<file path="src/rtl/sysu_counter_pkg.sv">
// Shared constants for the sysu presettable up/down counter family.
// Width helpers, direction encodings and a legal-width check.
package sysu_counter_pkg;

  localparam int MIN_WIDTH = 2;
  localparam int MAX_WIDTH = 16;

  localparam logic [MAX_WIDTH-1:0] ONES_MAX = '1;
  localparam logic [MAX_WIDTH-1:0] ZERO_MAX = '0;

  localparam logic DIR_UP   = 1'b1;
  localparam logic DIR_DOWN = 1'b0;

  function automatic logic width_ok(
    input int w
  );
    return (w >= MIN_WIDTH) && (w <= MAX_WIDTH);
  endfunction

endpackage

</file>
<file path="src/rtl/sysu_and2.sv">
// sysu library two-input AND gate.
// Used to chain RCO into the next stage's ENT.
module sysu_and2 (
  input  logic a,
  input  logic b,
  output logic y
);

  assign y = a & b;

endmodule

</file>
<file path="src/rtl/sysu_counter_tc_detect.sv">
// Terminal-count compare: all-ones/TC when counting up, zero when down.
// Purely combinational, no enable qualification.
module sysu_counter_tc_detect #(
  parameter int WIDTH = 4
) (
  input  logic [WIDTH-1:0] q,
  input  logic             up,
  input  logic [WIDTH-1:0] tc,
  output logic             terminal
);

  import sysu_counter_pkg::*;

  localparam logic [WIDTH-1:0] ZERO = ZERO_MAX[WIDTH-1:0];

  logic hit_up;
  logic hit_down;

  assign hit_up   = (up == DIR_UP) && (q == tc);
  assign hit_down = (up == DIR_DOWN) && (q == ZERO);

  assign terminal = hit_up | hit_down;

endmodule

</file>
<file path="src/rtl/sysu_counter4.sv">
// Synchronous presettable up/down counter (74169/74163 style).
// SYSU_COUNTER_MODULO_EN adds a programmable terminal count port TC.
module sysu_counter4 #(
  parameter int WIDTH = 4,
  parameter int Delay = 0
) (
  input  logic             CLK,
  input  logic             CLR,
  input  logic             LOAD,
  input  logic [WIDTH-1:0] D,
  input  logic             ENP,
  input  logic             ENT,
  input  logic             UP,
`ifdef SYSU_COUNTER_MODULO_EN
  input  logic [WIDTH-1:0] TC,
`endif
  output logic [WIDTH-1:0] Q,
  output logic             RCO
);

  import sysu_counter_pkg::*;

  localparam logic [WIDTH-1:0] ALL_ONES = ONES_MAX[WIDTH-1:0];
  localparam logic [WIDTH-1:0] ZERO     = ZERO_MAX[WIDTH-1:0];
  localparam logic [WIDTH-1:0] ONE      = {{(WIDTH-1){1'b0}}, 1'b1};

  // Delay is a library-interface parameter; this RTL drives outputs
  // with zero delay, so only its legality is checked here.
  generate
    if (!width_ok(WIDTH) || (Delay < 0)) begin : g_bad_cfg
      $error("sysu_counter4: WIDTH must be 2..16 and Delay >= 0");
    end
  endgenerate

  logic [WIDTH-1:0] q_r;
  logic [WIDTH-1:0] q_nxt;
  logic [WIDTH-1:0] tc_eff;
  logic             count_en;
  logic             terminal;

`ifdef SYSU_COUNTER_MODULO_EN
  assign tc_eff = TC;
`else
  assign tc_eff = ALL_ONES;
`endif

  assign count_en = ENP & ENT;

  always_comb begin
    q_nxt = q_r;
    if (LOAD) begin
      q_nxt = D;
    end else if (count_en) begin
      if (UP == DIR_UP) begin
        q_nxt = (q_r == tc_eff) ? ZERO : (q_r + ONE);
      end else begin
        q_nxt = (q_r == ZERO) ? tc_eff : (q_r - ONE);
      end
    end
  end

  // Clear written as a multiply so an X on CLR smears every Q bit.
  always_ff @(posedge CLK) begin
    q_r <= q_nxt * {{(WIDTH-1){1'b0}}, ~CLR};
  end

  assign Q = q_r;

  sysu_counter_tc_detect #(
    .WIDTH(WIDTH)
  ) u_tc_detect (
    .q       (q_r),
    .up      (UP),
    .tc      (tc_eff),
    .terminal(terminal)
  );

  sysu_and2 u_rco_and (
    .a(terminal),
    .b(ENT),
    .y(RCO)
  );

endmodule

</file>
<file path="config.mk">
export PLATFORM = sky130hd
export DESIGN_NAME = sysu_counter4
export DESIGN_NICKNAME = d
export VERILOG_FILES = /design/src/rtl/sysu_counter_pkg.sv /design/src/rtl/sysu_and2.sv /design/src/rtl/sysu_counter_tc_detect.sv /design/src/rtl/sysu_counter4.sv
export SDC_FILE = /design/constraint.sdc
export NUM_CORES = 1
export LEC_CHECK = 0
export ABC_CLOCK_PERIOD_IN_PS = 1600
export BUFFER_PORTS_ARGS = -buffer_cell sky130_fd_sc_hd__buf_2
export CAP_MARGIN = 20
export CORE_AREA = 4 4 41 43
export DETAILED_ROUTE_END_ITERATION = 10
export DIE_AREA = 0 0 45 47
export HOLD_SLACK_MARGIN = 0.12
export SYNTH_ARGS = -nofsm -noshare
export SYNTH_HDL_FRONTEND = slang
export SYNTH_SLANG_ARGS = --single-unit
</file>
<file path="constraint.sdc">
create_clock -name CLK -period 1.6 [get_ports CLK]
set_input_delay 0.4 -clock CLK [delete_from_list [all_inputs] [get_ports CLK]]
set_output_delay 0.4 -clock CLK [all_outputs]
set_load 0.05 [all_outputs]
</file>
## Word level (Yosys, flattened, before mapping)

Index checks and enable logic that the tools add are counted.

- Bitwise logic cells: 5
- Muxes and demuxes: 5
- $mul: 1
- Eq/ne operators: 1
- Reduce and logical (&&, ||, !) cells: 3
- $add $sub $neg: 2

Operators with widths:

| operator | number |
|---|---|
| 2-to-1 mux 4 bit | 5 |
| adder 4 x 1 -> 4 bit (second input constant) | 1 |
| == test 4 bit (second input constant) | 1 |
| logical NOT 4 bit | 1 |
| multiplier 4 x 1 -> 4 bit | 1 |
| subtractor 4 x 1 -> 4 bit (second input constant) | 1 |
| AND 1 bit | 2 |
| logical AND 1 bit | 2 |
| inverter 1 bit | 2 |
| OR 1 bit | 1 |

- Register bits after elaboration: 4
- Input bits: 10
- Logic and storage cells: 18
- Output and inout bits: 5

## Longest topological paths before layout

Gate-level depths: netlist of the first run.

- Word-level depth: 6
- Gate-level depth with buffers: 6
- Mapped depth without buffers: 6

## Hierarchy

A second synthesis of the first run with hierarchy kept.

- Cells, all modules: 53
- Area, all modules: 404.1 um^2

Modules (own cells, without submodules):

| module | sequential area each (um^2) | times used | cells each | area an instance (um^2) |
|---|---|---|---|---|
| sysu_counter4 | 80.1 | 1 | 42 | 326.6 |
| sysu_counter_tc_detect | 0.0 | 1 | 10 | 71.3 |
| sysu_and2 | 0.0 | 1 | 1 | 6.3 |

## Worst setup path after synthesis of the first run

OpenSTA, ideal clock, no wires.

- Path type: register to output
- From: reg q_r[0] (netlist: Q[0])
- To: out RCO
- Arrival: 1,585 ps
- Data required time: 1,200 ps
- Setup slack: -385 ps
- Path buffers: 0
- Cell stages (with the launch flop): 4
- Cell sequence: dfxtp_1 ha_1 and4_1 o21a_1

- Word-level cells in the longest chain between the ends: 4
- Elaborated cells between the ends (all ways): 6
- Classes of those cells: eq/ne (1); bitwise (2); reduce/logical (3)

RTL lines:

| item | RTL line | source |
|---|---|---|
| start: declaration | sysu_counter4.sv:35 | `logic [WIDTH-1:0] q_r;` |
| start signal: assignment | sysu_counter4.sv:64 | `q_r <= q_nxt * {{(WIDTH-1){1'b0}}, ~CLR};` |
| == test 4 bit / logical NOT 4 bit (equally long branches) | sysu_counter_tc_detect.sv:19, sysu_counter_tc_detect.sv:20 |  |
| logical AND 1 bit (on tied branches) | sysu_counter_tc_detect.sv:19, sysu_counter_tc_detect.sv:20 |  |
| OR 1 bit (*) | sysu_counter_tc_detect.sv:22 | `assign terminal = hit_up \| hit_down;` |
| AND 1 bit (*) | sysu_and2.sv:9 | `assign y = a & b;` |
| end: declaration | sysu_counter4.sv:18 | `output logic RCO` |

Every way passes the cells marked *; elsewhere a longest branch is shown, timed or not.

## Worst setup path in the final report of the first run

- From: reg q_r[1] (netlist: Q[1])
- To: out RCO

The elaborated chain is that of the path after synthesis.

==> key figures, run 1 <==
Synthesis
  – Cell taking the most area after synthesis: dfxtp_1
  – Post-synth top cells: 6 x inv_1, 4 x a21oi_1, 4 x dfxtp_1, 4 x nor2_1
  – Post-Syn Nets: 54
  – Number of synthesized flops with an enable pin: 0
  – Syn avg cell area: 7.86 sq um
  – Top cells by area, synth: dfxtp_1 24%, ha_1 7.6%, inv_1 6.8%, a21oi_1 6.1%, a221oi_2 4.5%
  – #FFs+latches synth: 4
  – Yosys cell types: 25
  – Seq/Total Area, Yosys: 24.2%
  – Top-count cell post-synth: inv_1
  – Top cell type's share of synthesized area: 24.2%
  – Ys Warns: 0
  – Post-synthesis cell count: 42
  – Synth async-reset ratio: 0%
  – Mapped cell area: 330 sq um
  – Top_reg_cell synth: dfxtp_1

Cells and area
  – Area delta synth->final: 78.8%
  – Layout cells sized above 1: 58.0%
  – Max reg flops: 4
  – Net count, final: 83
  – N_diodes: 0
  – Post-route non-filler standard cell count: 84
  – Design area: 591 sq um

Placement
  – Buffers on Ports: 14
  – Dpl hpwl: 770 um
  – DP Worst Slack: -0.00762 ns
  – Placed instance count: 76
  – Placed Area: 478 sq um
  – GPL Wtd Cong: 0.854

Timing
  – Setup ws final: -0.116 ns
  – Setup TNS: -0.116 ns
  – Final Cycle Share: 107%
  – Slew margin rel.: 75.4%
  – Slew Viols, Final: 0
  – Final hold vios: 0
  – Min cycle time layout: 1.72 ns
  – Clk_skew: 0.00327 ns
  – RSZ-0062 raised after global routing: true
  – Fmax: 583 MHz
  – Worst-Margin Slew: 0.365 ns
  – Setup Viol. Count Final: 1

Worst hold path
  – Hold Path Class: input pin to flop
  – Worst Hold Launch: CLR

Global routing
  – Global Route Usage Sum: 14.0%
  – Initial antenna violation count: 0
  – Number of global-route vias before repair: 458
  – Largest net degree at the start of global routing: 9
  – GRT overflow: 0
  – Global-route wire length before repair: 1890 um

Drt
  – Routed WL per cell: 14.6 um
  – 1st-pass router iterations: 4
  – Number of vias per cell: 5.12
  – Post-route antenna net violation count: 0
  – # DRC: 0
  – Final wirelength: 1230 um
  – Detailed-route via count: 430
  – Initial DRC Count: 10

Clock tree
  – Reg clk slew, reported paths: 0.04 ns
  – Clk_lat worst skew: 0.24 ns
  – CTS Hold Bufs: 0
  – CTS tree: built
  – H-tree level count: 1
  – CTS Buffer Depth: 2
  – Clock tree sinks: 4
  – Number of CTS-inserted buffers: 3
  – CTS Root Cell: clkbuf_4

Critical path
  – Crit path DAT: 1.32 ns
  – Crit end category: output port
  – CP max FO: 4
  – Worst flop-to-flop path startpoint: Q[1]$_DFF_P_
  – CP Launch Type: flop
  – CP startpoint: Q[1]$_DFF_P_
  – WS Path Type: flop to output port
  – CP required: 1.20 ns

Flow run
  – Max_cap viols: 0

Die
  – Core area: 1300 sq um
  – I/O Pins: 15
  – Initial Util: 25.4%
  – Die area: 2120 sq um
  – Die width: 45 um
  – Vert. Die Dim: 47 um
  – Row count: 13

Pwr
  – Clk pwr share: 30.7%
  – Switching pwr: 0.000156 W
  – Worst VDD drop: 0.350 mV
  – Power Internal: 0.000271 W
  – Leakage: 0.277 nW
  – Switching share of power: 36.5%
  – PwrDens: 723 nW/um^2
  – Combinational Power Share: 39.8%
  – Sequential power share: 29.5%

Run status
  – Failing checks: setup timing
  – Status: complete, but fails checks
## cell families (layout without fill, tap and decap cells)
| kind of cell | after synthesis | after routing | share of synthesized area, % |
|---|---|---|---|
| AOI/OAI and AO/OA | 14 | 14 | 31.4 |
| xor gates and xnor gates | 2 | 2 | 5.30 |
| adders and majority gates | 2 | 2 | 7.57 |
| buffers and inverters | 8 | 35 | 9.09 |
| DFF | 4 | 4 | 24.2 |
| muxes | 1 | 1 | 3.03 |
| and+or+nand+nor | 11 | 11 | 19.3 |
## critical path: stages, from the launching register on
cell	delay, ns
dfxtp_4	0.36
ha_4	0.16
and4_1	0.18
o21a_2	0.23
buf_8	0.15
## stage by stage
| stage | power, W | util, % | hold WS, ns |
|---|---|---|---|
| after floorplan | 0.000207 | - | 0.459 |
| after global placement | 0.000257 | 36.7 | 0.617 |
| after detailed placement | 0.000257 | 36.7 | 0.620 |
| after CTS | 0.000418 | 44.5 | 0.374 |
| after global routing | 0.000458 | 45.4 | 0.374 |
| final | 0.000427 | 45.4 | 0.376 |
## worst paths after layout
check                      end  slack, ns  depth (start not counted)
hold reg to reg   Q[3]$_DFF_P_       0.64                          2
setup / recovery           RCO      -0.12                          4
hold / removal    Q[3]$_DFF_P_       0.38                          2
setup reg to reg  Q[3]$_DFF_P_       0.01                          7
## cell usage in the layout, fill, tap and decap left out, types with 2 or more instances in the layout
cell,count
buf_2,13
inv_1,5
a21oi_1,3
nor2_1,4
inv_4,2
ha_4,2
dfxtp_4,2
clkbuf_4,3
dfxtp_2,2
buf_4,11
## layout make-up
class | instances | area [sq um]
Tap cell | 15 | 18.8
Inverter | 7 | 31.3
Sequential cell | 4 | 90.1
Timing Repair Buffer | 25 | 163
Multi-Input combinational cell | 30 | 265
Fill cell | 133 | 711
Clock buffer | 3 | 22.5
## layer usage
layer  track usage (%)  part of all wire (%)  vias to the layer above
li1                  -                     -                      209
met1              12.2                    36                      191
met2              21.2                    48                       19
met3              7.28                   7.4                       11
met4              17.5                   8.7                        0
met5                 0                     0                        -
## what timing repair did
item                       in CTS  in global routing
buffers inserted                4                  1
gates resized for setup        11                  2
pin swaps                       2                  6
setup endpoints to repair       1                  2
## power groups by stage
stage / Clock (W) / Combinational (W) / Sequential [W]
6_report: 0.000131 / 0.000170 / 0.000126
5_1_grt: 0.000151 / 0.000179 / 0.000127
4_1_cts: 0.000133 / 0.000159 / 0.000125
3_5_place_dp: 0 / 0.000134 / 0.000123
3_3_place_gp: 0 / 0.000134 / 0.000123
2_1_floorplan: 0 / 0.0000577 / 0.000150
No activity file was read; power rests on OpenSTA's default activity.
==> inputs of run 2 (changes only) <==
Settings changed: BUFFER_PORTS_ARGS -buffer_cell sky130_fd_sc_hd__buf_2 to -buffer_cell sky130_fd_sc_hd__clkbuf_2.
==> key figures, run 2 (synthesis results as in run 1) <==
Drt
  – Number of vias per cell: 5.05 (-1.4%)
  – Final wirelength: 1070 um (-12%)
  – 1st-pass router iterations: 4 (unchanged)
  – Routed WL per cell: 12.9 um (-11%)
  – Post-route antenna net violation count: 0 (unchanged)
  – Detailed-route via count: 419 (-2.6%)
  – Initial DRC Count: 8 (-2)
  – # DRC: 0 (unchanged)

Clock tree
  – Clock tree sinks: 4 (unchanged)
  – Reg clk slew, reported paths: 0.04 ns (about the same)
  – CTS Buffer Depth: 2 (unchanged)
  – CTS tree: built
  – Number of CTS-inserted buffers: 3 (unchanged)
  – H-tree level count: 1 (unchanged)
  – CTS Hold Bufs: 0 (unchanged)
  – Clk_lat worst skew: 0.24 ns (about the same)
  – CTS Root Cell: clkbuf_4

Global routing
  – Global-route wire length before repair: 1670 um (-12%)
  – Met2 Track Usage GR: 18.6% (-2.5 points)
  – Met3 Track Usage GR: 5.75% (-1.5 points)
  – Number of global-route vias before repair: 376 (-18%)
  – Global Route Usage Sum: 11.8% (-2.3 points)
  – GR peak layer: met2
  – Largest net degree at the start of global routing: 9 (unchanged)
  – Initial antenna violation count: 0 (unchanged)
  – GRT overflow: 0 (unchanged)
  – Met1 usage: 12.8% (+0.54 points)

Critical path
  – Flop-to-flop setup slack: -0.01 ns (-0.02 ns)
  – CP Launch Type: flop
  – Cell count of the worst reg-to-reg path: 6 (-1)
  – Top delay family on crit path: flip-flops
  – Crit end category: output port
  – Crit path DAT: 1.32 ns (about the same)
  – CP max-delay cell: dfxtp_4
  – Worst flop-to-flop path startpoint: Q[0]$_DFF_P_
  – WS Path Type: flop to output port
  – CP max FO: 3 (-1)
  – CP required: 1.20 ns (about the same)
  – Bufs and invs on worst path: 2 (+1)
  – Cells along the critical path: inv_4 > ha_4 > nor4b_4 > o21a_2 > clkbuf_16
  – Max stage delay on crit path: 0.36 ns (about the same)
  – Worst R2R End: Q[3]$_DFF_P_

Timing
  – Setup Viol. Count Final: 2 (+1)
  – Min cycle time layout: 1.72 ns (+0.00810 ns)
  – Final hold vios: 0 (unchanged)
  – Setup TNS: -0.137 ns (-0.0207 ns)
  – Hold_ws: 0.384 ns (+0.00865 ns)
  – Slew margin rel.: 81.5% (+6.2 points)
  – Slew Viols, Final: 0 (unchanged)
  – RSZ-0062 raised after global routing: true
  – Setup ws final: -0.124 ns (-0.00810 ns)
  – Clk_skew: 0.00491 ns (+0.00164 ns)
  – Fmax: 580 MHz (-0.47%)
  – Worst-Margin Slew: 0.279 ns (-0.0865 ns)
  – Final Cycle Share: 108% (+0.51 points)

Placement
  – Dpl hpwl: 766 um (-0.60%)
  – DP Worst Slack: -0.0137 ns (-0.00611 ns)
  – Buffers on Ports: 14 (unchanged)
  – Placed Area: 478 sq um (unchanged)
  – GPL Wtd Cong: 0.794 (-7.0%)

Die
  – Row count: 13 (unchanged)
  – Initial Util: 25.4% (unchanged)
  – Die area: 2120 sq um (unchanged)
  – Core area: 1300 sq um (unchanged)
  – Vert. Die Dim: 47 um (unchanged)
  – I/O Pins: 15 (unchanged)
  – Die width: 45 um (unchanged)

Pwr
  – Worst VDD drop: 0.424 mV (+21%)
  – Total power: 0.000421 W (-1.5%)
  – Leakage: 0.279 nW (+0.82%)
  – PwrDens: 702 nW/um^2 (-2.9%)

Run status
  – Failing checks: setup timing
  – Status: complete, but fails checks

Cells and area
  – Net count, final: 82 (-1.2%)
  – Design area: 599 sq um (+1.5%)
  – Area delta synth->final: 81.4%
  – Layout cells sized above 1: 58.8% (+0.85 points)
  – Most common cell after layout, fill and taps aside: clkbuf_2
  – Max reg flops: 4 (unchanged)
  – N_diodes: 0 (unchanged)
  – Leading cell types in the layout, fill and taps excluded: 13 x clkbuf_2, 10 x buf_4, 5 x inv_1

Worst hold path
  – Worst Hold Launch: CLR
  – WHS Path Cells: 2 (unchanged)
  – WHS Endpoint: Q[3]$_DFF_P_
  – Hold Path Class: input pin to flop

Flow run
  – Max_cap viols: 0 (unchanged)
## run 2: worst reg2reg max path, delay by kind of cell, from the launching register on
family	cells	cell delay (ns)
buffers and inverters	2	0.27
AND/OR/NAND/NOR	1	0.52
AO/OA/AOI/OAI	3	0.34
flip-flops	1	0.36
## run 2: power breakdown
group | internal (W) | switching (W) | leakage (nW)
Sequential | 0.000109 | 0.0000171 | 0.0350
Combinational | 0.0000789 | 0.0000896 | 0.230
Clock | 0.0000839 | 0.0000422 | 0.0138
Total | 0.000272 | 0.000149 | 0.279
## run 2: worst max-delay path by stage
stage	startpoint	endpoint	slack (ns)	depth (start not counted)
3_3_place_gp	Q[0]$_DFF_P_	RCO	-0.01	4
6_report	Q[0]$_DFF_P_	RCO	-0.12	5
2_1_floorplan	Q[0]$_DFF_P_	RCO	0.03	4
5_1_grt	Q[0]$_DFF_P_	RCO	-0.19	5
3_5_place_dp	Q[0]$_DFF_P_	RCO	-0.01	4
4_1_cts	Q[0]$_DFF_P_	RCO	-0.12	5
## run 2: per-stage QoR
| stage | util [%] | std cells |
|---|---|---|
| floorplan | - | 42 |
| global placement | 36.7 | 76 |
| global route | 46.1 | 83 |
| CTS | 44.7 | 82 |
| finish | 46.1 | 83 |
| detailed placement | 36.7 | 76 |
## run 2: layer usage
| layer | part of all wire [%] | vias up |
|---|---|---|
| met4 | 1.1 | 0 |
| met3 | 7.0 | 4 |
| met5 | 0 | - |
| met2 | 49 | 16 |
| li1 | - | 206 |
| met1 | 43 | 193 |
## run 2: area by class of cell
| class | count | area [sq um] |
|---|---|---|
| Fill cell | 130 | 702 |
| Multi-Input combinational cell | 30 | 272 |
| Timing Repair Buffer | 24 | 165 |
| Sequential cell | 4 | 90.1 |
| Inverter | 7 | 31.3 |
| Clock buffer | 3 | 22.5 |
| Tap cell | 15 | 18.8 |
## run 2: what timing repair did
item,in CTS,in global routing
cloned,0,0
setup buffers,3,1
hold endpoints to repair,0,0
gates resized for setup,11,3
setup endpoints to repair,1,2
pin swaps,2,2
==> inputs of run 3 (changes only) <==
Settings changed: ABC_AREA set to 1, SLEW_MARGIN set to 20.
==> key figures, run 3 <==
Run status
  – Status: complete, but fails checks
  – Failing checks: setup timing

Cells and area
  – Area delta synth->final: 69.9%
  – Storage element area: 92.6 sq um (+2.8%)
  – Design area: 578 sq um (-3.5%)
  – Max reg flops: 4 (unchanged)
  – Leading cell types in the layout, fill and taps excluded: 13 x clkbuf_2, 11 x nand2_1, 10 x buf_4
  – Layout cells sized above 1: 46.3% (-12 points)
  – N_diodes: 0 (unchanged)
  – Net count, final: 95 (+16%)
  – Fill count: 144 (+11%)
  – Multi-input gate area in the final layout: 253 sq um (-6.9%)
  – Most common cell after layout, fill and taps aside: clkbuf_2
  – Post-route non-filler standard cell count: 97 (+17%)

Synthesis
  – Top cells by area, synth: dfxtp_1 24%, nand2_1 13%, inv_1 8.8%, a21oi_1 7.4%, ha_1 7.4%
  – Post-Syn Nets: 67 (+24%)
  – Post-Synth Adder-Cell Area: 7.35% (-0.22 points)
  – Xor and xnor fraction of the mapped netlist area: 2.57% (-2.7 points)
  – #FFs+latches synth: 4 (unchanged)
  – Synth Area in Simple Gates: 33.5% (+14 points)
  – Syn avg cell area: 6.19 sq um (-21%)
  – Mapped cell area: 340 sq um (+3.0%)
  – Yosys cell types: 16 (-36%)
  – Ys Warns: 0 (unchanged)
  – Main combinational cell family by area after synthesis: simple AND/OR/NAND/NOR gates
  – Seq/Total Area, Yosys: 23.5% (-0.71 points)
  – Synth async-reset ratio: 0% (unchanged)
  – Top_reg_cell synth: dfxtp_1
  – Post-synthesis cell count: 55 (+31%)
  – Post-synth top cells: 12 x nand2_1, 8 x inv_1
  – Top-count cell post-synth: nand2_1
  – Area fraction in compound gates after synthesis: 21.0% (-10 points)
  – Top cell type's share of synthesized area: 23.5% (-0.71 points)
  – Post-synthesis mux area share: 0% (-3.0 points)
  – Cell taking the most area after synthesis: dfxtp_1
  – Number of synthesized flops with an enable pin: 0 (unchanged)

Timing
  – Fmax: 572 MHz (-1.5%)
  – Slew Viols, Final: 0 (unchanged)
  – Clk_skew: 0.0166 ns (+0.0117 ns)
  – RSZ-0062 raised after global routing: true
  – Worst-Margin Slew: 0.279 ns (+0.000182 ns)
  – Hold_ws: 0.353 ns (-0.0309 ns)
  – Setup ws final: -0.149 ns (-0.0255 ns)
  – Final Cycle Share: 109% (+1.6 points)
  – Min cycle time layout: 1.75 ns (+0.0255 ns)
  – Setup Viol. Count Final: 1 (-1)
  – Final hold vios: 0 (unchanged)
  – Slew margin rel.: 81.5% (about the same)

Worst hold path
  – WHS Path Cells: 2 (unchanged)
  – Hold Path Class: input pin to flop
  – Worst Hold Launch: CLR

Clock tree
  – CTS Hold Bufs: 0 (unchanged)
  – H-tree level count: 1 (unchanged)
  – CTS Root Cell: clkbuf_4
  – Number of CTS-inserted buffers: 3 (unchanged)
  – CTS Buffer Depth: 2 (unchanged)
  – Clk_lat worst skew: 0.24 ns (about the same)
  – Reg clk slew, reported paths: 0.05 ns (about the same)
  – Clock tree sinks: 4 (unchanged)
  – CTS tree: built

Placement
  – Placed Area: 529 sq um (+11%)
  – Placed instance count: 92 (+21%)
  – Buffers on Ports: 14 (unchanged)
  – Dpl hpwl: 774 um (+1.0%)
  – DP Worst Slack: -0.0590 ns (-0.0453 ns)
  – GPL Wtd Cong: 0.821 (+3.3%)

Critical path
  – WS Path Type: flop to output port
  – Flop-to-flop setup slack: 0.30 ns (+0.31 ns)
  – Worst R2R End: Q[2]$_DFF_P_
  – Crit path DAT: 1.35 ns (+0.03 ns)
  – Cell count of the worst reg-to-reg path: 7 (+1)
  – Crit end category: output port
  – CP startpoint: Q[1]$_DFF_P_
  – Worst flop-to-flop path startpoint: Q[0]$_DFF_P_
  – CP max FO: 4 (+1)
  – CP Launch Type: flop
  – CP Capture Point: RCO
  – CP required: 1.20 ns (about the same)

Drt
  – Final wirelength: 897 um (-16%)
  – Routed WL per cell: 9.25 um (-29%)
  – 1st-pass router iterations: 4 (unchanged)
  – Initial DRC Count: 10 (+2)
  – Post-route antenna net violation count: 0 (unchanged)
  – Number of vias per cell: 4.54 (-10%)
  – Detailed-route via count: 440 (+5.0%)
  – # DRC: 0 (unchanged)

Pwr
  – Worst VDD drop: 0.448 mV (+5.8%)
  – Leakage: 0.297 nW (+6.4%)
  – PwrDens: 731 nW/um^2 (+4.2%)

Die
  – Die area: 2120 sq um (unchanged)
  – I/O Pins: 15 (unchanged)
  – Row count: 13 (unchanged)
  – Vert. Die Dim: 47 um (unchanged)
  – Die width: 45 um (unchanged)
  – Core area: 1300 sq um (unchanged)
  – Initial Util: 26.2% (+0.77 points)

Global routing
  – Number of global-route vias before repair: 387 (+2.9%)
  – Initial antenna violation count: 0 (unchanged)
  – Global Route Usage Sum: 9.47% (-2.3 points)
  – Global-route wire length before repair: 1520 um (-8.7%)
  – GRT overflow: 0 (unchanged)
  – Largest net degree at the start of global routing: 9 (unchanged)

Flow run
  – Max_cap viols: 0 (unchanged)
==> run 3: worst min-delay path by stage <==
stage,to
finish,Q[1]$_DFF_P_
global route,Q[1]$_DFF_P_
CTS,Q[1]$_DFF_P_
detailed placement,Q[1]$_DFF_P_
global placement,Q[1]$_DFF_P_
floorplan,Q[1]$_DFF_P_
==> run 3: worst max-delay path, stage by stage (launching register included) <==
cell      delay (ns)
dfxtp_4         0.35
inv_2           0.06
ha_4            0.13
nand2_2         0.04
or2_4           0.24
a21boi_4        0.14
buf_8           0.16
==> run 3: cell families after synthesis <==
family | count (synthesis)
flops | 4
buf+inv | 9
compound gates | 13
simple gates | 26
xor+xnor | 1
fa+ha+maj | 2
==> run 3: through the flow <==
stage	TNS, ns	utilization (%)	power, W
CTS	-0.170	44.1	0.000423
detailed placement	-0.0590	40.7	0.000278
global route	-0.214	44.4	0.000459
floorplan	-0.0716	-	0.000222
global placement	-0.0483	40.7	0.000278
finish	-0.149	44.4	0.000423
==> run 3: power breakdown <==
| part | total, W | internal (W) | leakage [nW] | switching [W] |
|---|---|---|---|---|
| Sequential | 0.000117 | 0.000108 | 0.0353 | 0.00000868 |
| Combinational | 0.000169 | 0.0000733 | 0.247 | 0.0000958 |
| Clock | 0.000137 | 0.0000937 | 0.0150 | 0.0000434 |
| Total | 0.000423 | 0.000275 | 0.297 | 0.000148 |
==> run 3: timing repair <==
action | in CTS | in global routing
setup buffers | 1 | 0
endpoints found under the setup margin | 1 | 1
gates resized for setup | 3 | 2
pin swaps | 2 | 0
==> run 3: metal layers <==
layer | vias to the layer above | wire length, um | GRT usage (%)
li1 | 238 | - | -
met1 | 186 | 382 | 11.6
met2 | 16 | 439 | 17.8
met3 | 0 | 75 | 2.30
met4 | 0 | 0 | 0
met5 | - | 0 | 0
==> run 3: final cells by class <==
class,count,area share [%]
clock buffers,4,4.55
inverters,8,5.63
multi-input cells,42,43.7
flip-flops and latches,4,16.0
well taps,15,3.25
repair buffers,24,26.8
